**config.mk**
```make
export PLATFORM = sky130hd
export DESIGN_NAME = demod_uart_tx
export DESIGN_NICKNAME = d
export VERILOG_FILES = /design/src/rtl/demod_uart_tx_pkg.sv /design/src/rtl/demod_uart_tx_fifo.sv /design/src/rtl/demod_uart_tx.sv
export SDC_FILE = /design/constraint.sdc
export NUM_CORES = 1
export LEC_CHECK = 0
export CAP_MARGIN = 25
export CORE_MARGIN = 3
export CORE_UTILIZATION = 55
export CTS_BUF_LIST = sky130_fd_sc_hd__clkbuf_2 sky130_fd_sc_hd__clkbuf_4 sky130_fd_sc_hd__clkbuf_8
export CTS_CLUSTER_SIZE = 14
export DETAILED_ROUTE_END_ITERATION = 7
export GPL_TIMING_DRIVEN = 1
export PLACE_DENSITY = 0.75
export SYNTH_ARGS = -nofsm -noshare
export SYNTH_HDL_FRONTEND = slang
export SYNTH_SLANG_ARGS = --single-unit
```
**constraint.sdc**
```tcl
create_clock -name clk -period 3.2 [get_ports clk]
set_input_delay 0.48 -clock clk [delete_from_list [all_inputs] [get_ports clk]]
set_output_delay 0.48 -clock clk [all_outputs]
set_load 0.05 [all_outputs]
```
**src/rtl/demod_uart_tx_pkg.sv**
```systemverilog
// rtl/demod_uart_tx_pkg.sv - shared frame geometry and serializer state encoding
package demod_uart_tx_pkg;

   localparam int FRAME_W         = 40;
   localparam int BYTES_PER_FRAME = 5;
   localparam int UART_BITS       = 10;
   localparam int DATA_BITS       = 8;

   typedef enum logic [2:0] {
      ST_IDLE  = 3'd0,
      ST_LOAD  = 3'd1,
      ST_START = 3'd2,
      ST_DATA  = 3'd3,
      ST_STOP  = 3'd4
   } uart_state_t;

endpackage

```
**src/rtl/demod_uart_tx_fifo.sv**
```systemverilog
// rtl/demod_uart_tx_fifo.sv - DEPTH x WIDTH register FIFO holding whole frames
module frame_fifo #(
   parameter int DEPTH = 4,
   parameter int WIDTH = 40
) (
   input  logic                     clk,
   input  logic                     rst_n,
   input  logic                     push,
   input  logic [WIDTH-1:0]         push_data,
   input  logic                     pop,
   output logic [WIDTH-1:0]         pop_data,
   output logic                     full,
   output logic                     empty,
   output logic [$clog2(DEPTH):0]   level
);

   localparam int AW = $clog2(DEPTH);

   logic [WIDTH-1:0] mem [DEPTH];
   logic [AW:0]      wr_ptr;
   logic [AW:0]      rd_ptr;

   // Pointers carry one extra wrap bit so full and empty are distinguishable.
   assign level    = wr_ptr - rd_ptr;
   assign full     = (level == (AW+1)'(DEPTH));
   assign empty    = (level == '0);
   assign pop_data = mem[rd_ptr[AW-1:0]];

   always_ff @(posedge clk) begin
      if (push) begin
         mem[wr_ptr[AW-1:0]] <= push_data;
      end
   end

   always_ff @(posedge clk or negedge rst_n) begin
      if (!rst_n) begin
         wr_ptr <= '0;
         rd_ptr <= '0;
      end else begin
         if (push) begin
            wr_ptr <= wr_ptr + (AW+1)'(1);
         end
         if (pop && !empty) begin
            rd_ptr <= rd_ptr + (AW+1)'(1);
         end
      end
   end

endmodule

```
**src/rtl/demod_uart_tx.sv**
```systemverilog
// rtl/demod_uart_tx.sv - queues validated demodulator frames and sends them as 5 UART bytes each
module demod_uart_tx
   import demod_uart_tx_pkg::*;
#(
   parameter int CLK_DIV = 52,
   parameter int DEPTH   = 4
) (
   input  logic                     clk,
   input  logic                     rst_n,
   input  logic [FRAME_W-1:0]       para_in,
   input  logic                     para_valid,
   output logic                     tx,
   output logic                     tx_busy,
   output logic [$clog2(DEPTH):0]   fifo_level,
   output logic                     overflow,
   output logic [7:0]               drop_cnt
);

   localparam int BW = (CLK_DIV > 1) ? $clog2(CLK_DIV) : 1;
   localparam logic [BW-1:0] BAUD_LAST = BW'(CLK_DIV - 1);
   localparam logic [2:0]    LAST_BYTE = 3'(BYTES_PER_FRAME - 1);
   localparam logic [2:0]    LAST_BIT  = 3'(DATA_BITS - 1);

   uart_state_t        state;
   logic [BW-1:0]      baud_cnt;
   logic [2:0]         bit_idx;
   logic [2:0]         byte_idx;
   logic [FRAME_W-1:0] shreg;
   logic [7:0]         cur_byte;

   logic               fifo_full;
   logic               fifo_empty;
   logic               push;
   logic               pop;
   logic               drop;
   logic               has_frame;
   logic               bit_end;
   logic [FRAME_W-1:0] pop_data;

   // A full FIFO still accepts a frame when the serializer drains one in the same cycle.
   assign pop       = (state == ST_LOAD);
   assign push      = para_valid && (!fifo_full || pop);
   assign drop      = para_valid && !push;
   assign has_frame = !fifo_empty || push;
   assign bit_end   = (baud_cnt == BAUD_LAST);
   assign cur_byte  = shreg[FRAME_W-1 -: 8];

   frame_fifo #(
      .DEPTH (DEPTH),
      .WIDTH (FRAME_W)
   ) u_fifo (
      .clk       (clk),
      .rst_n     (rst_n),
      .push      (push),
      .push_data (para_in),
      .pop       (pop),
      .pop_data  (pop_data),
      .full      (fifo_full),
      .empty     (fifo_empty),
      .level     (fifo_level)
   );

   always_ff @(posedge clk or negedge rst_n) begin
      if (!rst_n) begin
         overflow <= 1'b0;
         drop_cnt <= '0;
      end else if (drop) begin
         overflow <= 1'b1;
         if (drop_cnt != 8'hFF) begin
            drop_cnt <= drop_cnt + 8'd1;
         end
      end
   end

   // tx is set on the same edge that enters each state, so the line is purely registered.
   always_ff @(posedge clk or negedge rst_n) begin
      if (!rst_n) begin
         state    <= ST_IDLE;
         baud_cnt <= '0;
         bit_idx  <= '0;
         byte_idx <= '0;
         shreg    <= '0;
         tx       <= 1'b1;
         tx_busy  <= 1'b0;
      end else begin
         case (state)
            ST_IDLE: begin
               baud_cnt <= '0;
               tx       <= 1'b1;
               if (has_frame) begin
                  state   <= ST_LOAD;
                  tx_busy <= 1'b1;
               end
            end
            ST_LOAD: begin
               shreg    <= pop_data;
               byte_idx <= '0;
               baud_cnt <= '0;
               tx       <= 1'b0;
               state    <= ST_START;
            end
            ST_START: begin
               if (bit_end) begin
                  baud_cnt <= '0;
                  bit_idx  <= '0;
                  tx       <= cur_byte[0];
                  state    <= ST_DATA;
               end else begin
                  baud_cnt <= baud_cnt + BW'(1);
               end
            end
            ST_DATA: begin
               if (bit_end) begin
                  baud_cnt <= '0;
                  if (bit_idx == LAST_BIT) begin
                     tx    <= 1'b1;
                     state <= ST_STOP;
                  end else begin
                     bit_idx <= bit_idx + 3'd1;
                     tx      <= cur_byte[bit_idx + 3'd1];
                  end
               end else begin
                  baud_cnt <= baud_cnt + BW'(1);
               end
            end
            ST_STOP: begin
               if (bit_end) begin
                  baud_cnt <= '0;
                  if (byte_idx != LAST_BYTE) begin
                     byte_idx <= byte_idx + 3'd1;
                     shreg    <= shreg << 8;
                     tx       <= 1'b0;
                     state    <= ST_START;
                  end else if (has_frame) begin
                     tx    <= 1'b1;
                     state <= ST_LOAD;
                  end else begin
                     tx      <= 1'b1;
                     tx_busy <= 1'b0;
                     state   <= ST_IDLE;
                  end
               end else begin
                  baud_cnt <= baud_cnt + BW'(1);
               end
            end
            default: begin
               tx      <= 1'b1;
               tx_busy <= 1'b0;
               state   <= ST_IDLE;
            end
         endcase
      end
   end

endmodule
```
==> flow_summary.ini <==
[clock_network]
ctsHtreeMaxLevel = 2
clockRootBuffer = clkbuf_8
clockBufferDepth = 3
cts_hold_buf = 0
clkLatencyLatePin_ns = 0.54
cts.sinks = 232
ctsResizeCount = 0
cts_setup_buffers = 0
cts.clk_slew.worst_paths_ns = 0.06
cts_buffers = 38
cts_tree = yes

[power_and_ir_drop]
p_sw_w = 0.00265
p_leak_nw = 4.24
power_frac_seq = 0.472
combPwrFrac = 0.249
clockPowerShare = 0.279
power_density_nw_per_um2 = 795
peakVddDrop_v = 0.000457
p_sw_frac = 0.298
power.internal_w = 0.00622

[global_route]
antenna_found_initial = 0
grt_overflow = 0
grt_pass1_vias = 5542
grt_pass1_wl_um = 29200
track_usage = 0.202
grt_max_degree = 73

[logic_synthesis]
postSynth.asyncResetShare = 0.310
syn-num-nets = 608
yosys_warnings = 0
synth_top_area_frac = 0.507
yosys-top-cells-area = edfxtp_1 (51%), dfrtp_1 (19%), mux4_2 (10%), o21ai_0 (4.0%), mux2i_1 (3.6%)
avgSynthCellArea_um2 = 17.2
yosysSeqAreaShare = 0.697
yosysTopAreaCell = edfxtp_1
ys.flop_type = edfxtp_1
synth_edf_count = 160
synth.distinct_cells = 53
ys_ff_latch = 232
synthesis.area_um2 = 9480
synthCells = 552

[timing]
fin_crit_ns = 2.92
rsz0062_at_grt = no
tns_ns = 0
slew_headroom = 0.387
fin_crit_sh = 0.911
worst_pin_slew_ns = 0.920
setup_viol = 0
hold_viol = 0
fmax_mhz = 343
finalMaxSlewViolations = 0
skew_ns = 0.0251

[run_status]
outcome = finished clean

[placement]
hpwl_um = 11100
placed_cell_area_um2 = 10400
portBuffers = 56
gp_congestion = 0.776

[cells_and_area]
antenna_cells = 0
final_common_cell = edfxtp_1
area_growth_pct = 17.7
nFillCells = 1128
nNetsFinal = 692
multi_input_area_um2 = 2710
drive_above_1_share = 0.225
regArea_um2 = 6610
final_cell_mix = edfxtp_1 (160), o21ai_0 (76), dfrtp_1 (69)
fin_area_um2 = 11100

[die]
initial_core_util = 0.567
num_rows = 47
die_h_um = 137
core_um2 = 16700
io_pins = 57
dieArea_um2 = 18800
fp.dieW_um = 137

[drt]
drt-vias-per-instance = 5.83
drc = 0
wirelength_um = 18100
drt_iter0_drc = 341
wl_per_cell_um = 20.5
num_vias = 5151
first_pass_iters = 4
ant_nets = 0

[worst_setup_path]
r2r_slack_ns = 0.28
worst_setup_path_start_kind = flop
reg2regPathDepth = 7
cp_max_fo = 8
required_ns = 3.61
endpoint_kind = flop
critical_path_arrival_ns = 3.32
crit_chain = inv_1 -> ha_1 -> fa_1 -> nand2_1 -> or4b_1 -> a21oi_1 -> mux2_2
max_stage_delay_ns = 0.77
crit_path_start = u_fifo.wr_ptr[0]$_DFFE_PN0N_
critPathSlowestCell = or4b_1
crit_type = reg2reg
r2r-end = drop_cnt[1]$_DFFE_PN0P_
cp-endpoint = drop_cnt[1]$_DFFE_PN0P_
regToRegStartpoint = u_fifo.wr_ptr[0]$_DFFE_PN0N_

[worst_hold_path]
hp-class = in2async

[flow_run]
drv_cap = 0
## critical path, delay by kind of cell, from the launching register on
family,cells,cell delay [ns]
AOI/OAI and AO/OA,1,0.30
adders and majority gates,2,0.74
buffers and inverters,1,0.13
DFF,1,0.39
muxes,1,0.36
and+or+nand+nor,2,0.88
## worst min-delay path by stage
| stage | slack [ns] | endpoint | from | cells after the start |
|---|---|---|---|---|
| detailed placement | 0.46 | overflow$_DFFE_PN0P_ | overflow$_DFFE_PN0P_ | 1 |
| CTS | 0.10 | shreg[9]$_DFFE_PN0P_ | rst_n | 1 |
| finish | 0.09 | baud_cnt[2]$_DFFE_PN0P_ | rst_n | 1 |
| global placement | 0.45 | overflow$_DFFE_PN0P_ | overflow$_DFFE_PN0P_ | 1 |
| global route | 0.14 | shreg[9]$_DFFE_PN0P_ | rst_n | 1 |
| floorplan | 0.18 | baud_cnt[0]$_DFFE_PN0P_ | rst_n | 0 |
## power by group through the flow
stage	Combinational, W	Sequential, W	Clock (W)
finish	0.00221	0.00418	0.00248
global route	0.00240	0.00424	0.00268
CTS	0.00225	0.00418	0.00255
detailed placement	0.00225	0.00424	0
global placement	0.00220	0.00419	0
floorplan	0.00140	0.00428	0
## cell families (layout without fill, tap and decap cells)
| kind of cell | after synthesis | after routing | synth area share |
|---|---|---|---|
| buffers and inverters | 44 | 155 | 0.0185 |
| AND/OR/NAND/NOR | 50 | 50 | 0.0322 |
| multiplexers | 80 | 80 | 0.140 |
| AO/OA/AOI/OAI | 120 | 120 | 0.0799 |
| XOR/XNOR | 13 | 13 | 0.0137 |
| adder cells (fa/ha/maj) | 13 | 13 | 0.0180 |
| flip-flops | 232 | 232 | 0.697 |
## stage by stage
stage | setup WS (ns) | total power (W) | cells | util | hold WS [ns]
floorplan | 0.296 | 0.00568 | 552 | - | 0.184
global placement | 0.419 | 0.00639 | 815 | 0.622 | 0.453
detailed placement | 0.316 | 0.00649 | 816 | 0.623 | 0.462
CTS | 0.305 | 0.00899 | 883 | 0.668 | 0.103
global route | 0.164 | 0.00932 | 883 | 0.668 | 0.143
finish | 0.284 | 0.00887 | 883 | 0.668 | 0.0915
## routing by layer
layer  share of wire  global-route usage
met2            0.51               0.328
met3           0.046              0.0519
met4           0.019              0.0693
met1            0.42               0.269
met5               0                   0
## state kept, by name (all words and copies together) (netlist names)
name / flops
byte_idx: 3
state: 3
drop_cnt: 8
shreg: 40
u_fifo.mem: 160
u_fifo.wr_ptr: 3
tx_busy: 1
overflow: 1
tx: 1
baud_cnt: 6
bit_idx: 3
u_fifo.rd_ptr: 3
## layout make-up
type / count / area share
clock buffer: 57 / 0.0608
clock inverter: 10 / 0.00539
inverter: 13 / 0.00438
multi-input combinational: 276 / 0.243
sequential: 232 / 0.593
tap: 220 / 0.0247
timing repair buffer: 75 / 0.0687
## synth_stat cells, types with 2 or more instances
library cell and n:
o2bb2ai_1 4, buf_1 5, edfxtp_1 160, o21ai_0 76
o22ai_1 3, a22oi_1 2, mux2_2 4, a2111oi_4 2
mux2i_1 34, xor2_1 8, nand2_1 11, a21o_1 3
or3b_2 2, and3_1 4, nor3b_1 4, nand3_1 3
inv_1 13, nor4_1 2, dfrtp_1 71, buf_2 2
o31ai_1 3, a211oi_1 2, nor2_1 4, a21oi_1 6
nand2b_1 3, clkbuf_1 23, ha_1 12, and2_1 6
mux4_2 42, xnor2_1 4, or3_1 2, nor2b_1 2
a22o_1 10
No activity file was read; power rests on OpenSTA's default activity.
